[src/rtl/ataque_pkg.sv]
// ataque_pkg: FSM states, LED status colours and cell-index helper shared by the attack manager.
package ataque_pkg;
    typedef enum logic [1:0] {OCIOSO, AGUARDA, AVALIA, FIM} estado_t;
    // LED colours packed as {R, G, B}
    localparam logic [2:0] COR_ACERTO   = 3'b010;
    localparam logic [2:0] COR_ERRO     = 3'b100;
    localparam logic [2:0] COR_REPETIDO = 3'b001;
    localparam logic [2:0] COR_INVALIDO = 3'b101;
    function automatic int idx_celula(input int c, input int l, input int rows);
        return c * rows + l;
    endfunction
endpackage

[src/rtl/debounce_botao.sv]
// debounce_botao: output goes high only after the input has been high for CICLOS consecutive cycles.
module debounce_botao #(
    parameter int CICLOS = 4
) (
    input  logic clk,
    input  logic reset,
    input  logic botao_i,
    output logic botao_o
);
    localparam int CW = $clog2(CICLOS + 1);
    logic [CW-1:0] cnt_q, cnt_d;
    always_comb cnt_d = !botao_i ? '0 : cnt_q == CW'(CICLOS) ? cnt_q : cnt_q + 1'b1;
    always_ff @(posedge clk) begin
        if (reset) cnt_q <= '0;
        else cnt_q <= cnt_d;
    end
    assign botao_o = cnt_q == CW'(CICLOS);
endmodule

[src/rtl/gerenciador_de_ataque_param.sv]
// gerenciador_de_ataque_param: naval-battle shot evaluator with shot budget, hit count and win/lose detection.
// Optional macro ATAQUE_DEBOUNCE_EN routes confirmar through debounce_botao before edge detection.
module gerenciador_de_ataque_param
    import ataque_pkg::*;
#(
    parameter int COLS            = 5,
    parameter int ROWS            = 7,
    parameter int COORD_W         = 3,
    parameter int MAX_TIROS       = 12,
    parameter int DEBOUNCE_CICLOS = 4
) (
    input  logic                               clk,
    input  logic                               reset,
    input  logic                               enable,
    input  logic                               confirmar,
    input  logic [COORD_W-1:0]                 coordColuna,
    input  logic [COORD_W-1:0]                 coordLinha,
    input  logic [COLS*ROWS-1:0]               mapa,
    output logic [COLS*ROWS-1:0]               matriz,
    output logic                               LED_R,
    output logic                               LED_G,
    output logic                               LED_B,
    output logic [$clog2(COLS*ROWS+1)-1:0]     acertos,
    output logic [$clog2(MAX_TIROS+1)-1:0]     tiros_restantes,
    output logic                               fim_de_jogo,
    output logic                               vitoria
);
    localparam int N  = COLS * ROWS;
    localparam int AW = $clog2(N + 1);
    localparam int TW = $clog2(MAX_TIROS + 1);

    if (MAX_TIROS < 1 || DEBOUNCE_CICLOS < 1 || (1 << COORD_W) < COLS || (1 << COORD_W) < ROWS) begin : g_parametros_invalidos
        $error("gerenciador_de_ataque_param: invalid parameters");
    end

    logic limpa, botao, borda, avalia, invalido, repetido, acerto, novo, venceu, perdeu;
    assign limpa = reset | ~enable;

`ifdef ATAQUE_DEBOUNCE_EN
    debounce_botao #(.CICLOS(DEBOUNCE_CICLOS)) u_debounce (
        .clk     (clk),
        .reset   (limpa),
        .botao_i (confirmar),
        .botao_o (botao)
    );
`else
    // input register keeps the asynchronous button off the FSM decode path
    logic sinc_q;
    always_ff @(posedge clk) sinc_q <= limpa ? 1'b0 : confirmar;
    assign botao = sinc_q;
`endif

    estado_t estado_q, estado_d;
    logic confirmar_q, confirmar_d, fim_q, fim_d, vitoria_q, vitoria_d;
    logic [COORD_W-1:0] col_q, col_d, lin_q, lin_d;
    logic [N-1:0] matriz_q, matriz_d, feitos_q, feitos_d, sel, matriz_n;
    logic [2:0] cor_q, cor_d;
    logic [AW-1:0] acertos_q, acertos_d;
    logic [TW-1:0] tiros_q, tiros_d, tiros_n;

    always_ff @(posedge clk) begin
        if (limpa) begin
            estado_q    <= OCIOSO;
            confirmar_q <= 1'b0;
            col_q       <= '0;
            lin_q       <= '0;
            matriz_q    <= '0;
            feitos_q    <= '0;
            cor_q       <= '0;
            acertos_q   <= '0;
            tiros_q     <= TW'(MAX_TIROS);
            fim_q       <= 1'b0;
            vitoria_q   <= 1'b0;
        end else begin
            estado_q    <= estado_d;
            confirmar_q <= confirmar_d;
            col_q       <= col_d;
            lin_q       <= lin_d;
            matriz_q    <= matriz_d;
            feitos_q    <= feitos_d;
            cor_q       <= cor_d;
            acertos_q   <= acertos_d;
            tiros_q     <= tiros_d;
            fim_q       <= fim_d;
            vitoria_q   <= vitoria_d;
        end
    end

    always_comb begin
        estado_d = estado_q;
        unique case (estado_q)
            OCIOSO:  estado_d = AGUARDA;
            AGUARDA: estado_d = borda ? AVALIA : AGUARDA;
            AVALIA:  estado_d = venceu || perdeu ? FIM : AGUARDA;
            FIM:     estado_d = FIM;
            default: estado_d = OCIOSO;
        endcase
    end

    always_comb begin
        borda       = botao & ~confirmar_q;
        avalia      = estado_q == AVALIA;
        invalido    = int'(col_q) >= COLS || int'(lin_q) >= ROWS;
        sel         = invalido ? '0 : N'(1) << idx_celula(int'(col_q), int'(lin_q), ROWS);
        repetido    = |(sel & (matriz_q | feitos_q));
        acerto      = |(sel & mapa) & ~repetido;
        novo        = ~invalido & ~repetido;
        matriz_n    = acerto ? matriz_q | sel : matriz_q;
        tiros_n     = novo && tiros_q != '0 ? tiros_q - 1'b1 : tiros_q;
        venceu      = matriz_n == mapa && |mapa;
        perdeu      = tiros_n == '0;
        confirmar_d = botao;
        col_d       = estado_q == AGUARDA && borda ? coordColuna : col_q;
        lin_d       = estado_q == AGUARDA && borda ? coordLinha : lin_q;
        matriz_d    = avalia ? matriz_n : matriz_q;
        feitos_d    = avalia && novo && !acerto ? feitos_q | sel : feitos_q;
        acertos_d   = avalia && acerto && acertos_q != AW'(N) ? acertos_q + 1'b1 : acertos_q;
        tiros_d     = avalia ? tiros_n : tiros_q;
        cor_d       = !avalia ? cor_q : invalido ? COR_INVALIDO : repetido ? COR_REPETIDO :
                      acerto ? COR_ACERTO : COR_ERRO;
        fim_d       = fim_q | (avalia & (venceu | perdeu));
        vitoria_d   = vitoria_q | (avalia & venceu);
    end

    assign matriz          = matriz_q;
    assign {LED_R, LED_G, LED_B} = cor_q;
    assign acertos         = acertos_q;
    assign tiros_restantes = tiros_q;
    assign fim_de_jogo     = fim_q;
    assign vitoria         = vitoria_q;
endmodule

[config.mk]
export PLATFORM = sky130hd
export DESIGN_NAME = gerenciador_de_ataque_param
export DESIGN_NICKNAME = d
export VERILOG_FILES = /design/src/rtl/ataque_pkg.sv /design/src/rtl/debounce_botao.sv /design/src/rtl/gerenciador_de_ataque_param.sv
export SDC_FILE = /design/constraint.sdc
export NUM_CORES = 1
export LEC_CHECK = 0
export ABC_AREA = 1
export BUFFER_PORTS_ARGS = -buffer_cell sky130_fd_sc_hd__buf_2
export CAP_MARGIN = 25
export CORE_MARGIN = 2
export CORE_UTILIZATION = 45
export DETAILED_ROUTE_END_ITERATION = 10
export GPL_TIMING_DRIVEN = 0
export PLACE_DENSITY = 0.63
export REMOVE_ABC_BUFFERS = 1
export SKIP_LAST_GASP = 1
export SYNTH_ARGS = -nofsm -noshare
export SYNTH_HDL_FRONTEND = slang
export SYNTH_SLANG_ARGS = --single-unit
export TNS_END_PERCENT = 50
[constraint.sdc]
create_clock -name clk -period 9.3 [get_ports clk]
set_clock_uncertainty 0.05 [all_clocks]
set_input_delay 0 -clock clk [delete_from_list [all_inputs] [get_ports clk]]
set_output_delay 0 -clock clk [all_outputs]
set_load 0.02 [all_outputs]
# After elaboration in Yosys (flattened, before gate mapping)
# Cells that the tools add are included.
dict set report classes {
  n_addsub 3
  multipliers 1
  magnitude_cmp 2
  n_eq_ne 5
  n_shift 1
  muxes 9
  n_bitwise 18
  n_reduce_logical 16
}
# operator count
set op_table {}
lappend op_table {{OR 35 bit} 3}
lappend op_table {{OR reduction 35 bit} 3}
lappend op_table {{bitwise AND 35 bit} 2}
lappend op_table {{two-way mux 35 bit} 2}
lappend op_table {{== test 35 bit} 1}
lappend op_table {{<< shifter 1 x 7 -> 35 bit (first input constant)} 1}
lappend op_table {{two-way mux 3 bit} 3}
lappend op_table {{one-hot mux 2 bit (4 select lines)} 1}
lappend op_table {{adder 6 x 3 -> 7 bit} 1}
lappend op_table {{logical AND 1 bit} 7}
lappend op_table {{adder 6 x 1 -> 6 bit (second input constant)} 1}
lappend op_table {{greater-or-equal comparator 3 bit (second input constant)} 2}
lappend op_table {{multiplier 3 x 3 -> 6 bit (second input constant)} 1}
lappend op_table {{inequality test 6 bit (second input constant)} 1}
lappend op_table {{bitwise AND 1 bit} 5}
lappend op_table {{== test 2 bit (second input constant)} 2}
lappend op_table {{zero test 4 bit} 1}
lappend op_table {{two-way mux 2 bit} 2}
lappend op_table {{two-way mux 4 bit} 1}
lappend op_table {{NOT 1 bit} 4}
lappend op_table {{OR 1 bit} 4}
lappend op_table {{nonzero test 4 bit} 1}
lappend op_table {{subtractor 4 x 1 -> 4 bit (second input constant)} 1}
lappend op_table {{== test 2 x 1 -> 1 bit (second input constant)} 1}
lappend op_table {{other kinds (3)} 4}
dict set report word_totals {
  reg_bits 95
  in_bits 45
  wordCells 67
}

# Longest topological paths before layout
dict set report depth {
  word_depth 14
  depth_mapped 33
  ltp_nobuf 32
}

# Worst setup path before layout
# Ideal clock, no wire load.
dict set report synth_timing {
  kind {flip-flop to flip-flop}
  startpoint {reg col_q[1]}
  endpoint {reg fim_q, in the netlist fim_de_jogo}
  t_arrival_ns 3.839
  t_required_ns 9.194
  path_slack_ns 5.355
  path_stages_with_launch 32
  path_buffers 2
  period_less_slack_ns 3.945
  path_cell_list {dfxtp_1 -> inv_1 -> ha_1 -> inv_1 -> ha_1 -> ha_1 -> fa_1 -> nand3_2 -> nand4_1 -> nand2_4 -> inv_2 -> buf_6 -> nand3_1 -> nand2_1 -> nor2_1 -> nand2_1 -> nor2_2 -> nand2_4 -> nor2_8 -> buf_6 -> nand3_2 -> nand3_1 -> nand2_1 -> nor2_1 -> nand2_1 -> nor2_1 -> nand2_1 -> nor2_2 -> nand2_2 -> nand3_1 -> nand2_1 -> inv_1}
}
dict set report synth_between {
  elab_chain_cells 14
  elab_cells_between_ends 24
  cone_classes {add/sub: 1; mul: 1; order compare: 1; eq/ne: 1; shift: 1; mux: 3; bitwise: 10; reduce/logical: 6}
}
# element line_no
set synth_lines {}
lappend synth_lines {{from (decl)} gerenciador_de_ataque_param.sv:55} ;# logic [COORD_W-1:0] col_q, col_d, lin_q, lin_d;
lappend synth_lines {{from (signal assigned)} gerenciador_de_ataque_param.sv:77} ;# col_q <= col_d;
lappend synth_lines {{multiplier 3 x 3 -> 6 bit} ataque_pkg.sv:10} ;# return c * rows + l;
lappend synth_lines {{adder 6 x 3 -> 7 bit} ataque_pkg.sv:10}
lappend synth_lines {{<< shifter 1 x 7 -> 35 bit} gerenciador_de_ataque_param.sv:104} ;# sel = invalido ? '0 : N'(1) << idx_celula(int'(col_q), int'(lin_q), ROWS);
lappend synth_lines {{two-way mux 35 bit} gerenciador_de_ataque_param.sv:104}
lappend synth_lines {{bitwise AND 35 bit} gerenciador_de_ataque_param.sv:105} ;# repetido = |(sel & (matriz_q | feitos_q));
lappend synth_lines {{OR reduction 35 bit} gerenciador_de_ataque_param.sv:105}
lappend synth_lines {{NOT 1 bit} {gerenciador_de_ataque_param.sv:106, gerenciador_de_ataque_param.sv:107}}
lappend synth_lines {{bitwise AND 1 bit (on tied branches)} {gerenciador_de_ataque_param.sv:106, gerenciador_de_ataque_param.sv:107}}
lappend synth_lines {{two-way mux 35 bit or logical AND 1 bit (tied branches)} {gerenciador_de_ataque_param.sv:108, gerenciador_de_ataque_param.sv:109}}
lappend synth_lines {{== test 35 bit or two-way mux 4 bit (tied branches)} {gerenciador_de_ataque_param.sv:110, gerenciador_de_ataque_param.sv:109}}
lappend synth_lines {{logical AND 1 bit or zero test 4 bit (tied branches)} {gerenciador_de_ataque_param.sv:110, gerenciador_de_ataque_param.sv:111}}
lappend synth_lines {{OR 1 bit *} gerenciador_de_ataque_param.sv:121} ;# fim_d = fim_q | (avalia & (venceu | perdeu));
lappend synth_lines {{bitwise AND 1 bit *} gerenciador_de_ataque_param.sv:121}
lappend synth_lines {{OR 1 bit *} gerenciador_de_ataque_param.sv:121}
lappend synth_lines {{to (signal assigned)} gerenciador_de_ataque_param.sv:84} ;# fim_q <= fim_d;
lappend synth_lines {{to (decl)} gerenciador_de_ataque_param.sv:54} ;# logic confirmar_q, confirmar_d, fim_q, fim_d, vitoria_q, vitoria_d;
# Mark *: on every way between the ends. The rest lies on a longest branch, timed or not.
# A chain may end at the register's enable or synchronous reset.

# Worst setup path after layout
dict set report layout_timing {
  startpoint {reg col_q[2]}
  endpoint {reg fim_q, in the netlist fim_de_jogo}
}
# Same word-level chain as after synthesis.

==> results.json <==
{
  "outcome": "complete, no violations",
  "grt_max_degree": 48,
  "firstDrtPassIters": 5,
  "timing.critical_path.fanout_max": 37,
  "layout-drive-gt1-share_pct": 14.16,
  "post-cts-setup-buffer-count": 0,
  "finalCoreUtilization_pct": 53.12,
  "cts_max_path_buffers": 2,
  "worst_skew_pair.late_latency_ps": 360,
  "vdd_ir_drop_max_mv": 0.07717,
  "floorplan.initialDensity_pct": 46.21,
  "element_type_at_the_critical_path_start": "register",
  "worst_path_dominant_cell_family": "simple AND/OR/NAND/NOR gates",
  "mapped_avg_cell_area_sq_um": 6.186,
  "postSynthCellCount": 1037,
  "antenna_cells": 0,
  "post_cts_resized": 0,
  "timing.critical_path.mode_cell": "nand2_1",
  "cts_max_level": 3,
  "place_area_sq_mm": 0.006930,
  "dp_hpwl_mm": 14.86,
  "layout.cells.most_common": "nand2_1",
  "grt-ovfl-total": 0,
  "die_height_um": 123.4,
  "setup-tns-final_ps": 0,
  "layout_common_cells": "nand2_1, inv_1, nor2_1",
  "vias_per_cell": 5.292,
  "grt_pass1_vias": 6072,
  "floorplan.die_area_sq_mm": 0.01523,
  "yosys.area.top_type": "dfxtp_1",
  "slowest_delay_ps": 530,
  "worst_hold_path_type": "primary input to register",
  "worstSetupEndpointType": "register",
  "dieWidth_um": 123.4,
  "first_iter_violations": 595,
  "slew_viol_final": 0,
  "fillcell_total": 1515,
  "synth_seq_area_share_pct": 29.65,
  "routed_wirelength_mm": 19.97,
  "synth-seq-cells": 95,
  "area_growth_pct": 14.94,
  "top_achievable_clock_speed_mhz": 184.0,
  "total_via_count_after_detailed_routing": 6932,
  "min_period_ps": 5434,
  "worstSetupPathType": "register to register",
  "final_nets": 1187,
  "drc_errors": 0,
  "headroom_to_the_max_slew_limit_pct": 38.10,
  "initial_antenna_violation_count": 0,
  "synth.cell_area_sq_mm": 0.006415,
  "leakagePower_nw": 3.654,
  "clkSlewWorstSetupHoldPaths_ps": 80,
  "synth_top_cells_by_area": "dfxtp_1, nand2_1, inv_1",
  "critPathBufInv": 2,
  "numCtsBuffers": 9,
  "cts_tree": "yes",
  "clock_sink_count": 95,
  "floorplan.io_pins": 95,
  "design_power_total_mw": 0.8715,
  "pwr_density_cell_mw_per_mm2": 118.2,
  "core_sq_mm": 0.01388,
  "hold_ws_ps": 9.029,
  "post_cts_hold_buffer_count": 14,
  "grt_pass1_wl_mm": 31.46,
  "grt_setup_unrepaired": "false",
  "worst_endpoint_required_time_ps": 9560,
  "finalSetupViolations": 0,
  "globalplace.congestion": 0.9729,
  "final_min_period_over_clock_period_pct": 58.43,
  "antenna_left": 0,
  "cts-root-buf": "clkbuf_16",
  "post-synth-top-area-fraction_pct": 29.65,
  "post_synth_num_cell_types": 39,
  "cpMaxStageDelayCell": "nor2_4",
  "hold_viol_final": 0,
  "grtUsageTotal_pct": 27.01,
  "buffer_ports.inserted": 94,
  "row_count": 43,
  "critical_path_arrival_ps": 5690,
  "tightest_slew_ps": 926.3,
  "layout.cell_area.non_filler_sq_mm": 0.007373,
  "ys_warn_count": 0,
  "detail_route.wl_per_cell_um": 15.24,
  "cap_violations": 0
}
## cell families (layout without fill, tap and decap cells)
group	Yosys count	after routing	share of synthesized area, %
AO/OA/AOI/OAI	122	122	10.04
XOR/XNOR	9	9	1.229
adder cells (fa/ha/maj)	17	17	3.784
buffers and inverters	199	292	13.22
flip-flops	95	95	29.65
AND/OR/NAND/NOR	595	595	42.07
## worst paths after layout
check | depth (start not counted) | end | start | slack [ps]
min reg2reg | 2 | confirmar_q | botao | 380
min | 5 | fim_de_jogo | enable | 9
max reg2reg | 27 | fim_de_jogo | col_q[2] | 3870
max | 27 | fim_de_jogo | col_q[2] | 3870
## through the flow
step,cells,setup WS (ps)
after floorplan,1004,4944
after global placement,1278,3669
after detailed placement,1280,3898
after CTS,1310,3876
after global routing,1310,3347
final,1310,3866
## Yosys cell counts
master / n
inv_1: 161
nor2_1: 153
nand3_1: 118
o21ai_0: 50
buf_1: 1
xor2_1: 5
a211oi_1: 1
nand2_1: 245
nor3_1: 8
nor2_2: 9
buf_2: 6
buf_6: 11
a31o_2: 1
dfxtp_1: 95
nand2_4: 3
o2111ai_1: 1
o21a_1: 1
nor3_4: 1
o211ai_1: 4
nand2_2: 8
nand4_1: 20
nand3_4: 2
xnor2_1: 4
o211ai_2: 1
nor2_8: 1
fa_1: 4
a41oi_1: 1
and3_1: 2
ha_1: 13
a21oi_1: 57
nor4_1: 8
clkbuf_1: 12
nor2_4: 2
inv_2: 3
nor4_2: 1
buf_4: 3
o21ai_1: 5
clkinv_1: 2
nand3_2: 14
## registers in the layout, indices dropped and copies added (netlist names)
register and cells:
acertos 6, botao 1, col_q 3, confirmar_q 1, cor_q 3, estado_q 2, feitos_q 35, fim_de_jogo 1
lin_q 3, matriz 35, tiros_restantes 4, vitoria 1
## per-layer routing
| metal | vias up | GRT usage [%] | wire, um |
|---|---|---|---|
| li1 | 3482 | - | - |
| met1 | 3171 | 38.29 | 9451 |
| met2 | 246 | 40.42 | 8597 |
| met3 | 33 | 5.397 | 1385 |
| met4 | 0 | 9.872 | 532 |
| met5 | - | 0 | 0 |
## report_power, final
group / leakage [nW] / switching, mW / internal [mW] / total (mW)
clock: 0.147 / 0.179 / 0.212 / 0.391
combinational: 2.74 / 0.0496 / 0.0231 / 0.0727
sequential: 0.765 / 0.000755 / 0.407 / 0.408
total: 3.65 / 0.229 / 0.642 / 0.872
## final cells by class
cell class	count	area (sq um)	area share, %
Tap cell	180	225.2	3.054
Sequential cell	95	1902	25.79
Inverter	166	624.3	8.468
Multi-Input combinational cell	743	3677	49.87
Timing Repair Buffer	110	641.9	8.705
Clock buffer	9	225.2	3.054
Clock inverter	7	77.57	1.052
## tightest hold or removal path: cells and delay by family
family,cells,cell delay [ps]
buffers and inverters,3,170
and+or+nand+nor,2,210
(Power assumes the default switching activity.)
